### src/rtl/display_mux_7seg_if.sv
// Bus between the formatting logic and the multiplexed 7-segment driver.
// The master side writes digit data with a load strobe; the slave side
// (the driver) returns the registered segment/anode pins and a frame pulse.
interface display_mux_7seg_if #(
  parameter int N_DIGITS = 4
);
  logic [4*N_DIGITS-1:0] valores;
  logic [N_DIGITS-1:0]   dp;
  logic [N_DIGITS-1:0]   habilitar;
  logic                  modo_hex;
  logic                  load;
  logic [7:0]            segmentos;
  logic [N_DIGITS-1:0]   anodos;
  logic                  frame_done;

  modport master (
    output valores, dp, habilitar, modo_hex, load,
    input  segmentos, anodos, frame_done
  );

  modport slave (
    input  valores, dp, habilitar, modo_hex, load,
    output segmentos, anodos, frame_done
  );
endinterface

### src/rtl/display_mux_7seg.sv
// Time-multiplexed common-anode 7-segment driver for N_DIGITS digits.
// Digit data is double-buffered: load writes the pending copy and the
// active copy is only replaced at a frame boundary, so a scan never tears.
// Each digit slot starts with BLANK cycles of all anodes off while the
// segment bus already carries the new digit, which suppresses ghosting.
module display_mux_7seg #(
  parameter int N_DIGITS = 4,
  parameter int DIV      = 50000,
  parameter int DIV_W    = 16,
  parameter int BLANK    = 4
) (
  input  logic               CLK,
  input  logic               reset,
  display_mux_7seg_if.slave  bus
);

  localparam int                  IDX_W     = (N_DIGITS > 1) ? $clog2(N_DIGITS) : 1;
  localparam logic [IDX_W-1:0]    IDX_ZERO  = {IDX_W{1'b0}};
  localparam logic [IDX_W-1:0]    IDX_ONE   = IDX_W'(1);
  localparam logic [IDX_W-1:0]    IDX_LAST  = IDX_W'(N_DIGITS - 1);
  localparam logic [DIV_W-1:0]    CNT_ZERO  = {DIV_W{1'b0}};
  localparam logic [DIV_W-1:0]    CNT_ONE   = DIV_W'(1);
  localparam logic [DIV_W-1:0]    CNT_LAST  = DIV_W'(DIV - 1);
  localparam logic [DIV_W-1:0]    CNT_BLANK = DIV_W'(BLANK);
  localparam logic [N_DIGITS-1:0] AN_OFF    = {N_DIGITS{1'b1}};
  localparam logic [N_DIGITS-1:0] AN_ONE    = N_DIGITS'(1);
  localparam logic [N_DIGITS-1:0] DIG_ZERO  = {N_DIGITS{1'b0}};
  localparam logic [4*N_DIGITS-1:0] VAL_ZERO = {(4*N_DIGITS){1'b0}};

  // Active-low a..g pattern for one nibble; letters only in hex mode,
  // otherwise 10..15 are shown dark.
  function automatic logic [6:0] decode_nibble(input logic [3:0] nib, input logic hex);
    logic [6:0] seg;
    case (nib)
      4'h0:    seg = 7'b0000001;
      4'h1:    seg = 7'b1001111;
      4'h2:    seg = 7'b0010010;
      4'h3:    seg = 7'b0000110;
      4'h4:    seg = 7'b1001100;
      4'h5:    seg = 7'b0100100;
      4'h6:    seg = 7'b0100000;
      4'h7:    seg = 7'b0001111;
      4'h8:    seg = 7'b0000000;
      4'h9:    seg = 7'b0000100;
      4'hA:    seg = hex ? 7'b0001000 : 7'b1111111;
      4'hB:    seg = hex ? 7'b1100000 : 7'b1111111;
      4'hC:    seg = hex ? 7'b0110001 : 7'b1111111;
      4'hD:    seg = hex ? 7'b1000010 : 7'b1111111;
      4'hE:    seg = hex ? 7'b0110000 : 7'b1111111;
      4'hF:    seg = hex ? 7'b0111000 : 7'b1111111;
      default: seg = 7'b1111111;
    endcase
    return seg;
  endfunction

  logic [DIV_W-1:0]      cnt_r;
  logic [IDX_W-1:0]      idx_r;

  logic [4*N_DIGITS-1:0] pend_val_r;
  logic [N_DIGITS-1:0]   pend_dp_r;
  logic [N_DIGITS-1:0]   pend_hab_r;
  logic                  pend_hex_r;

  logic [4*N_DIGITS-1:0] act_val_r;
  logic [N_DIGITS-1:0]   act_dp_r;
  logic [N_DIGITS-1:0]   act_hab_r;
  logic                  act_hex_r;

  logic [7:0]            segmentos_r;
  logic [N_DIGITS-1:0]   anodos_r;
  logic                  frame_done_r;

  logic                  tick_s;
  logic                  frame_s;
  logic [3:0]            nib_s;
  logic                  hab_s;
  logic                  dp_s;
  logic [N_DIGITS-1:0]   an_next_s;
  logic [7:0]            seg_next_s;

  // Slot timing, current digit selection and the next pin values.
  always_comb begin
    tick_s     = (cnt_r == CNT_LAST);
    frame_s    = tick_s && (idx_r == IDX_LAST);
    nib_s      = act_val_r[{idx_r, 2'b00} +: 4];
    hab_s      = act_hab_r[idx_r];
    dp_s       = act_dp_r[idx_r];
    an_next_s  = AN_OFF;
    seg_next_s = 8'hFF;
    if (hab_s && (cnt_r >= CNT_BLANK)) begin
      an_next_s = ~(AN_ONE << idx_r);
    end else begin
      an_next_s = AN_OFF;
    end
    if (hab_s) begin
      seg_next_s = {~dp_s, decode_nibble(nib_s, act_hex_r)};
    end else begin
      seg_next_s = 8'hFF;
    end
  end

  // Slot counter and digit index; the index advances once per slot.
  always_ff @(posedge CLK) begin
    if (!reset) begin
      cnt_r <= CNT_ZERO;
      idx_r <= IDX_ZERO;
    end else if (tick_s) begin
      cnt_r <= CNT_ZERO;
      idx_r <= (idx_r == IDX_LAST) ? IDX_ZERO : (idx_r + IDX_ONE);
    end else begin
      cnt_r <= cnt_r + CNT_ONE;
    end
  end

  // Pending copy: every load overwrites it, last write wins.
  always_ff @(posedge CLK) begin
    if (!reset) begin
      pend_val_r <= VAL_ZERO;
      pend_dp_r  <= DIG_ZERO;
      pend_hab_r <= DIG_ZERO;
      pend_hex_r <= 1'b0;
    end else if (bus.load) begin
      pend_val_r <= bus.valores;
      pend_dp_r  <= bus.dp;
      pend_hab_r <= bus.habilitar;
      pend_hex_r <= bus.modo_hex;
    end
  end

  // Active copy swaps at the frame boundary; a load on that same cycle
  // bypasses pending so it is not lost for a whole frame.
  always_ff @(posedge CLK) begin
    if (!reset) begin
      act_val_r <= VAL_ZERO;
      act_dp_r  <= DIG_ZERO;
      act_hab_r <= DIG_ZERO;
      act_hex_r <= 1'b0;
    end else if (frame_s) begin
      act_val_r <= bus.load ? bus.valores   : pend_val_r;
      act_dp_r  <= bus.load ? bus.dp        : pend_dp_r;
      act_hab_r <= bus.load ? bus.habilitar : pend_hab_r;
      act_hex_r <= bus.load ? bus.modo_hex  : pend_hex_r;
    end
  end

  // Registered pins: one cycle behind the slot state, no input-to-output path.
  always_ff @(posedge CLK) begin
    if (!reset) begin
      segmentos_r  <= 8'hFF;
      anodos_r     <= AN_OFF;
      frame_done_r <= 1'b0;
    end else begin
      segmentos_r  <= seg_next_s;
      anodos_r     <= an_next_s;
      frame_done_r <= frame_s;
    end
  end

  assign bus.segmentos  = segmentos_r;
  assign bus.anodos     = anodos_r;
  assign bus.frame_done = frame_done_r;

endmodule

### src/flat_wrapper.sv
// flat-port wrapper written by rule: the top's interface ports become plain ports
module display_mux_7seg_flat 
#(
  parameter int N_DIGITS = 4,
  parameter int DIV      = 50000,
  parameter int DIV_W    = 16,
  parameter int BLANK    = 4
)
  (CLK, reset, bus_valores, bus_dp, bus_habilitar, bus_modo_hex, bus_load, bus_segmentos, bus_anodos, bus_frame_done);
  display_mux_7seg_if #(.N_DIGITS(N_DIGITS)) bus_i ();
  input  logic CLK;
  input  logic reset;
  input wire logic [$bits(bus_i.valores)-1:0] bus_valores;
  input wire logic [$bits(bus_i.dp)-1:0] bus_dp;
  input wire logic [$bits(bus_i.habilitar)-1:0] bus_habilitar;
  input wire logic [$bits(bus_i.modo_hex)-1:0] bus_modo_hex;
  input wire logic [$bits(bus_i.load)-1:0] bus_load;
  output wire logic [$bits(bus_i.segmentos)-1:0] bus_segmentos;
  output wire logic [$bits(bus_i.anodos)-1:0] bus_anodos;
  output wire logic [$bits(bus_i.frame_done)-1:0] bus_frame_done;
  assign bus_i.valores = bus_valores;
  assign bus_i.dp = bus_dp;
  assign bus_i.habilitar = bus_habilitar;
  assign bus_i.modo_hex = bus_modo_hex;
  assign bus_i.load = bus_load;
  assign bus_segmentos = bus_i.segmentos;
  assign bus_anodos = bus_i.anodos;
  assign bus_frame_done = bus_i.frame_done;
  display_mux_7seg #(.N_DIGITS(N_DIGITS), .DIV(DIV), .DIV_W(DIV_W), .BLANK(BLANK)) u_core (.CLK(CLK), .reset(reset), .bus(bus_i));
endmodule
### config.mk
export PLATFORM = sky130hd
export DESIGN_NAME = display_mux_7seg_flat
export DESIGN_NICKNAME = d
export VERILOG_FILES = /design/src/rtl/display_mux_7seg_if.sv /design/src/rtl/display_mux_7seg.sv /design/src/flat_wrapper.sv
export SDC_FILE = /design/constraint.sdc
export NUM_CORES = 1
export LEC_CHECK = 0
export ABC_CLOCK_PERIOD_IN_PS = 2300
export CAP_MARGIN = 20
export CORE_MARGIN = 10
export CORE_UTILIZATION = 55
export DETAILED_ROUTE_END_ITERATION = 12
export HOLD_SLACK_MARGIN = 0.08
export PLACE_DENSITY_LB_ADDON = 0.25
export SLEW_MARGIN = 20
export SYNTH_ARGS = -nofsm -noshare
export SYNTH_HDL_FRONTEND = slang
export SYNTH_SLANG_ARGS = --single-unit
### constraint.sdc
create_clock -name CLK -period 2.3 [get_ports CLK]
set_clock_uncertainty 0.2 [all_clocks]
set_input_delay 0.46 -clock CLK [delete_from_list [all_inputs] [get_ports CLK]]
set_output_delay 0.46 -clock CLK [all_outputs]
set_load 0.02 [all_outputs]
Yosys cells after proc, flatten, opt, wreduce, memory -nomap -nowiden. Cells that the tools add are included. W data, S select, Z words.

Input port bits: 28. Word-level logic and storage cells: 61. Output and inout port bits: 13. Register bits: 81.

Reductions and logical operators: 6. Bitwise operators: 3. Eq/ne operators: 17. Multiplexer cells: 16. Order comparisons: 2. Shifts and indexed selects: 2. Add/sub/neg operators: 2.

Operator list (number): $pmux W7 S16 (1); $eq A4 B4 Y1 const B (8); $mux W7 (4); $add A16 B1 Y16 const B (1); $eq A16 B16 Y1 const B (1); $eq A4 B3 Y1 const B (4); $ge A16 B3 Y1 const B (1); $mux W16 (1); $shiftx A16 B5 Y4 (1); $eq A4 B2 Y1 const B (2); $mux W4 (2); $mux W6 (1); $mux W5 (1); $bmux W1 S2 (2); $eq A4 B1 Y1 const B (1); $logic_not A4 Y1 (1); $not A4 Y4 (1); $reduce_and A2 Y1 (2); $shl A1 B2 Y4 const A (1); $lt A2 B3 Y1 const B (1); $mux W1 (3); $add A2 B1 Y2 const B (1); $eq A2 B2 Y1 const B (1); $logic_and A1 B1 Y1 (2); 3 further kinds (4).

Logic depth before layout (Yosys ltp).
Word-level depth: 4. Mapped depth: 8.

Worst setup path before layout. OpenSTA, ideal clock, no wires.

Path kind: reg2reg. Start point: register u_core.cnt_r[0]. End point: register u_core.act_val_r[10]. Slack: 261 ps. Arrival: 1723 ps. Stages on the path, launching flop included: 9. Buffers on the path: 3. Clock period less this slack: 2039 ps. Path through: dfxtp_1 > ha_1 > and3_1 > and3_1 > buf_4 > and3_1 > buf_4 > buf_2 > o211a_1.

Word-level cells in the longest chain between the ends: 2.

RTL lines: from (decl) (line display_mux_7seg.sv:56) `logic [DIV_W-1:0] cnt_r;`; from (signal assigned) (line display_mux_7seg.sv:111) `cnt_r <= cnt_r + CNT_ONE;`; $eq A16 B16 Y1 (line display_mux_7seg.sv:83) `tick_s = (cnt_r == CNT_LAST);`; $logic_and A1 B1 Y1 (line display_mux_7seg.sv:84) `frame_s = tick_s && (idx_r == IDX_LAST);`; to (signal assigned) (line display_mux_7seg.sv:139) `act_val_r <= bus.load ? bus.valores : pend_val_r;`; to (decl) (line display_mux_7seg.sv:64) `logic [4*N_DIGITS-1:0] act_val_r;`.

Every way passes these cells. A chain may end at the register's enable or synchronous reset.

Worst setup path in the final report.
Start point: register u_core.idx_r[0]. End point: register u_core.segmentos_r[4] (netlist: u_core.bus.segmentos[4]).

Word-level cells in the longest chain between the ends: 3. Elaborated cells between the ends (all ways): 21. Classes of those cells: eq/ne: 15; shift: 1; mux: 3; reduce/logical: 2.

RTL lines: from (decl) (line display_mux_7seg.sv:57) `logic [IDX_W-1:0] idx_r;`; from (signal assigned) (line display_mux_7seg.sv:109) `idx_r <= (idx_r == IDX_LAST) ? IDX_ZERO : (idx_r + IDX_ONE);`; $shiftx A16 B5 Y4 / $bmux W1 S2 (equally long branches) (line display_mux_7seg.sv:85, display_mux_7seg.sv:86); $eq A4 B4 Y1 (tied with other cells) (line display_mux_7seg.sv:34) `case (nib)`; $pmux W7 S16 / $reduce_and A2 Y1 (equally long branches); to (signal assigned) (line display_mux_7seg.sv:153) `segmentos_r <= seg_next_s;`; to (decl) (line display_mux_7seg.sv:69) `logic [7:0] segmentos_r;`.

Several ways; a longest one is shown, not always the timed one. The select of a mux whose other input is x is not followed.

==> flow_metrics.env <==
export IMPL_detail_route_antenna_nets=0
export IMPL_clock_path_buffers=2
export IMPL_syn_area_per_cell_um2=10.3
export IMPL_crit_required_ps=2320
export IMPL_synthDistinctLibCells=46
export IMPL_dp_hpwl_mm=4.89
export IMPL_crit_arrival_ps=2130
export IMPL_synth_top_area_share=0.457
export IMPL_die_area_mm2=0.0101
export IMPL_path_class="register to register"
export IMPL_max_freq_mhz=473
export IMPL_rrSetupSlack_ps=190
export IMPL_yosys_top_cells_count="dfxtp_1 (81), nand4_1 (28), nor2b_1 (26), mux2i_1 (25), o211a_1 (25)"
export IMPL_seq_area_frac_synth=0.457
export IMPL_synth_most_common_cell="dfxtp_1"
export IMPL_synthToLayoutAreaGrowth_pct=20.1
export IMPL_synth_compound_area_frac=0.125
export IMPL_synth_fa_ha_area_frac=0.0212
export IMPL_yosys_warnings=0
export IMPL_num_rows=29
export IMPL_dr_pass1_iters=6
export IMPL_met3_usage=0.0556
export IMPL_setup_violations=0
export IMPL_rsz0062_at_grt="no"
export IMPL_yosys_mux_area_fraction=0.116
export IMPL_cp_max_fo=9
export IMPL_antenna_found_initial=0
export IMPL_synth_top_family_by_area="simple AND/OR/NAND/NOR gates"
export IMPL_synth_nets=380
export IMPL_numClockSinks=81
export IMPL_drv_slew=0
export IMPL_synth_edf_count=0
export IMPL_synthXorXnorAreaFrac=0.0346
export IMPL_synth_seq_cells=81
export IMPL_yosys_area_top_type="dfxtp_1"
export IMPL_drive_gt1_frac=0.0992
export IMPL_crit_path_start_kind="register"
export IMPL_cap_viol_max_count=0
export IMPL_die_y_um=100
export IMPL_cts_hold_buf=0
export IMPL_worstReg2RegEnd="u_core.bus.segmentos[4]"
export IMPL_postCtsSetupBuffers=0
export IMPL_core_area_mm2=0.00631
export IMPL_synth_cells=346
export IMPL_nNetsFinal=413
export IMPL_hold_viol_final=0
export IMPL_tightest_slew_ps=625
export IMPL_n_antenna_cell=0
export IMPL_finalWeightedCongestion=0.819
export IMPL_cts_max_level=3
export IMPL_yosys_area_share_simple=0.195
export IMPL_r2r_cells=5
export IMPL_power_density_mw_per_mm2=673
export IMPL_max_slew_margin=0.583
export IMPL_placed_cells=445
export IMPL_die_w_um=100
export IMPL_io_buffers=40
export IMPL_final_util=0.675
export IMPL_pin_count=41
export IMPL_drcViolationCount=0
export IMPL_layout_min_cycle_time_ps=2110
export IMPL_grt_pass1_wl_mm=12.2
export IMPL_cts_tree="yes"
export IMPL_grt_total_usage=0.146
export IMPL_grt_use_met2=0.229
export IMPL_vias_per_cell=5.82
export IMPL_irDropWorstVdd_v=0.000575
export IMPL_drt_iter0_drc=88
export IMPL_fin_ws_ps=186
export IMPL_power_leakage_nw=1.90
export IMPL_wire_per_inst_um=15.7
export IMPL_stdcell_count=460
export IMPL_grt_util_met1=0.184
export IMPL_async_reset_ff_frac=0
export IMPL_busiest_layer="met2"
export IMPL_tns_ps=0
export IMPL_num_vias=2675
export IMPL_drt_wl_total_mm=7.23
export IMPL_clk_latency_ps=340
export IMPL_holdWs_ps=298
export IMPL_syn_area_mm2=0.00355
export IMPL_fillers=488
export IMPL_synth_flop_cell="dfxtp_1"
export IMPL_synth_area_leaders="dfxtp_1 (46%), mux2i_1 (7.1%), o211a_1 (7.1%)"
export IMPL_dp_slack_ps=26.5
export IMPL_r2r_start="u_core.idx_r[0]"
export IMPL_ctsResizeCount=0
export IMPL_finalCritPeriodShare=0.919
export IMPL_globalRouteOverflowTotal=0
export IMPL_cp_end_kind="register"
export IMPL_cp_endpoint="u_core.bus.segmentos[4]"
export IMPL_grt_max_degree=44
export IMPL_cts_reportedPaths_clkPinSlew_ps=80
export IMPL_min_path_type="register to register"
export IMPL_cts_buffers=9
export IMPL_startpoint="u_core.idx_r[0]"
export IMPL_start_util=0.562
export IMPL_cts_root_buf="clkbuf_8"
export IMPL_status="finished, final reports clean"
export IMPL_grt_pass1_vias=2529
==> logic make-up (layout without fill, tap and decap cells) <==
family / count (synthesis) / in the layout
AND/OR/NAND/NOR: 122 / 122
flip-flops: 81 / 81
AO/OA/AOI/OAI: 53 / 53
buffers and inverters: 37 / 74
multiplexers: 33 / 33
XOR/XNOR: 14 / 14
adder cells (fa/ha/maj): 6 / 6
==> metrics by stage <==
stage	total power, mW	instance area (um2)
floorplan	1.56	3550
global placement	1.62	4010
detailed placement	1.63	4010
CTS	2.89	4260
global route	2.96	4260
finish	2.87	4260
==> metal layers <==
layer,vias up,part of all wire
li1,1319,-
met1,1282,0.48
met2,65,0.47
met4,0,0.0089
met5,-,0
met3,9,0.049
==> area by class of cell <==
type	count	area, um2	area share
Clock buffer	11	151	0.0355
Clock inverter	4	98.8	0.0232
Inverter	6	22.5	0.00529
Multi-Input combinational cell	228	1750	0.410
Sequential cell	81	1620	0.381
Tap cell	77	96.3	0.0226
Timing Repair Buffer	53	523	0.123
==> state kept, by name (all words and copies together) (netlist names), 8 cells and up <==
| signal | flops |
|---|---|
| u_core.pend_val_r | 16 |
| u_core.cnt_r | 16 |
| u_core.act_val_r | 16 |
| u_core.bus.segmentos | 8 |
==> critical path, stage by stage, from the launching register on <==
cell	delay, ps
dfxtp_2	430
mux4_2	620
buf_4	200
nand2b_1	150
a21boi_0	260
o31ai_1	120
==> cell usage in the layout, fill, tap and decap left out, types with 7 or more instances in the layout <==
| master | count |
|---|---|
| buf_4 | 11 |
| clkbuf_8 | 11 |
| clkdlybuf4s50_1 | 40 |
| dfxtp_1 | 80 |
| mux2i_1 | 25 |
| nand2_1 | 14 |
| nand3_1 | 8 |
| nand4_1 | 28 |
| nor2_1 | 18 |
| nor2b_1 | 26 |
| o211a_1 | 25 |
| xnor2_1 | 7 |
| xor2_1 | 7 |
==> report_power, final <==
| part | internal, mW | total (mW) | switching [mW] |
|---|---|---|---|
| logic | 0.0851 | 0.152 | 0.0673 |
| clock network | 0.779 | 1.27 | 0.496 |
| registers | 1.43 | 1.44 | 0.0102 |
==> how the worst min path moves through the flow <==
stage	startpoint	endpoint	slack, ps	cells past startpoint
after floorplan	u_core.cnt_r[0]	u_core.cnt_r[0]	240	1
after global placement	u_core.act_dp_r[1]	u_core.act_dp_r[1]	270	1
after detailed placement	u_core.act_val_r[3]	u_core.act_val_r[3]	280	1
after CTS	u_core.act_dp_r[1]	u_core.act_dp_r[1]	300	1
after global routing	u_core.act_dp_r[1]	u_core.act_dp_r[1]	310	1
final	u_core.act_dp_r[1]	u_core.act_dp_r[1]	300	1
(Power assumes the default switching activity.)
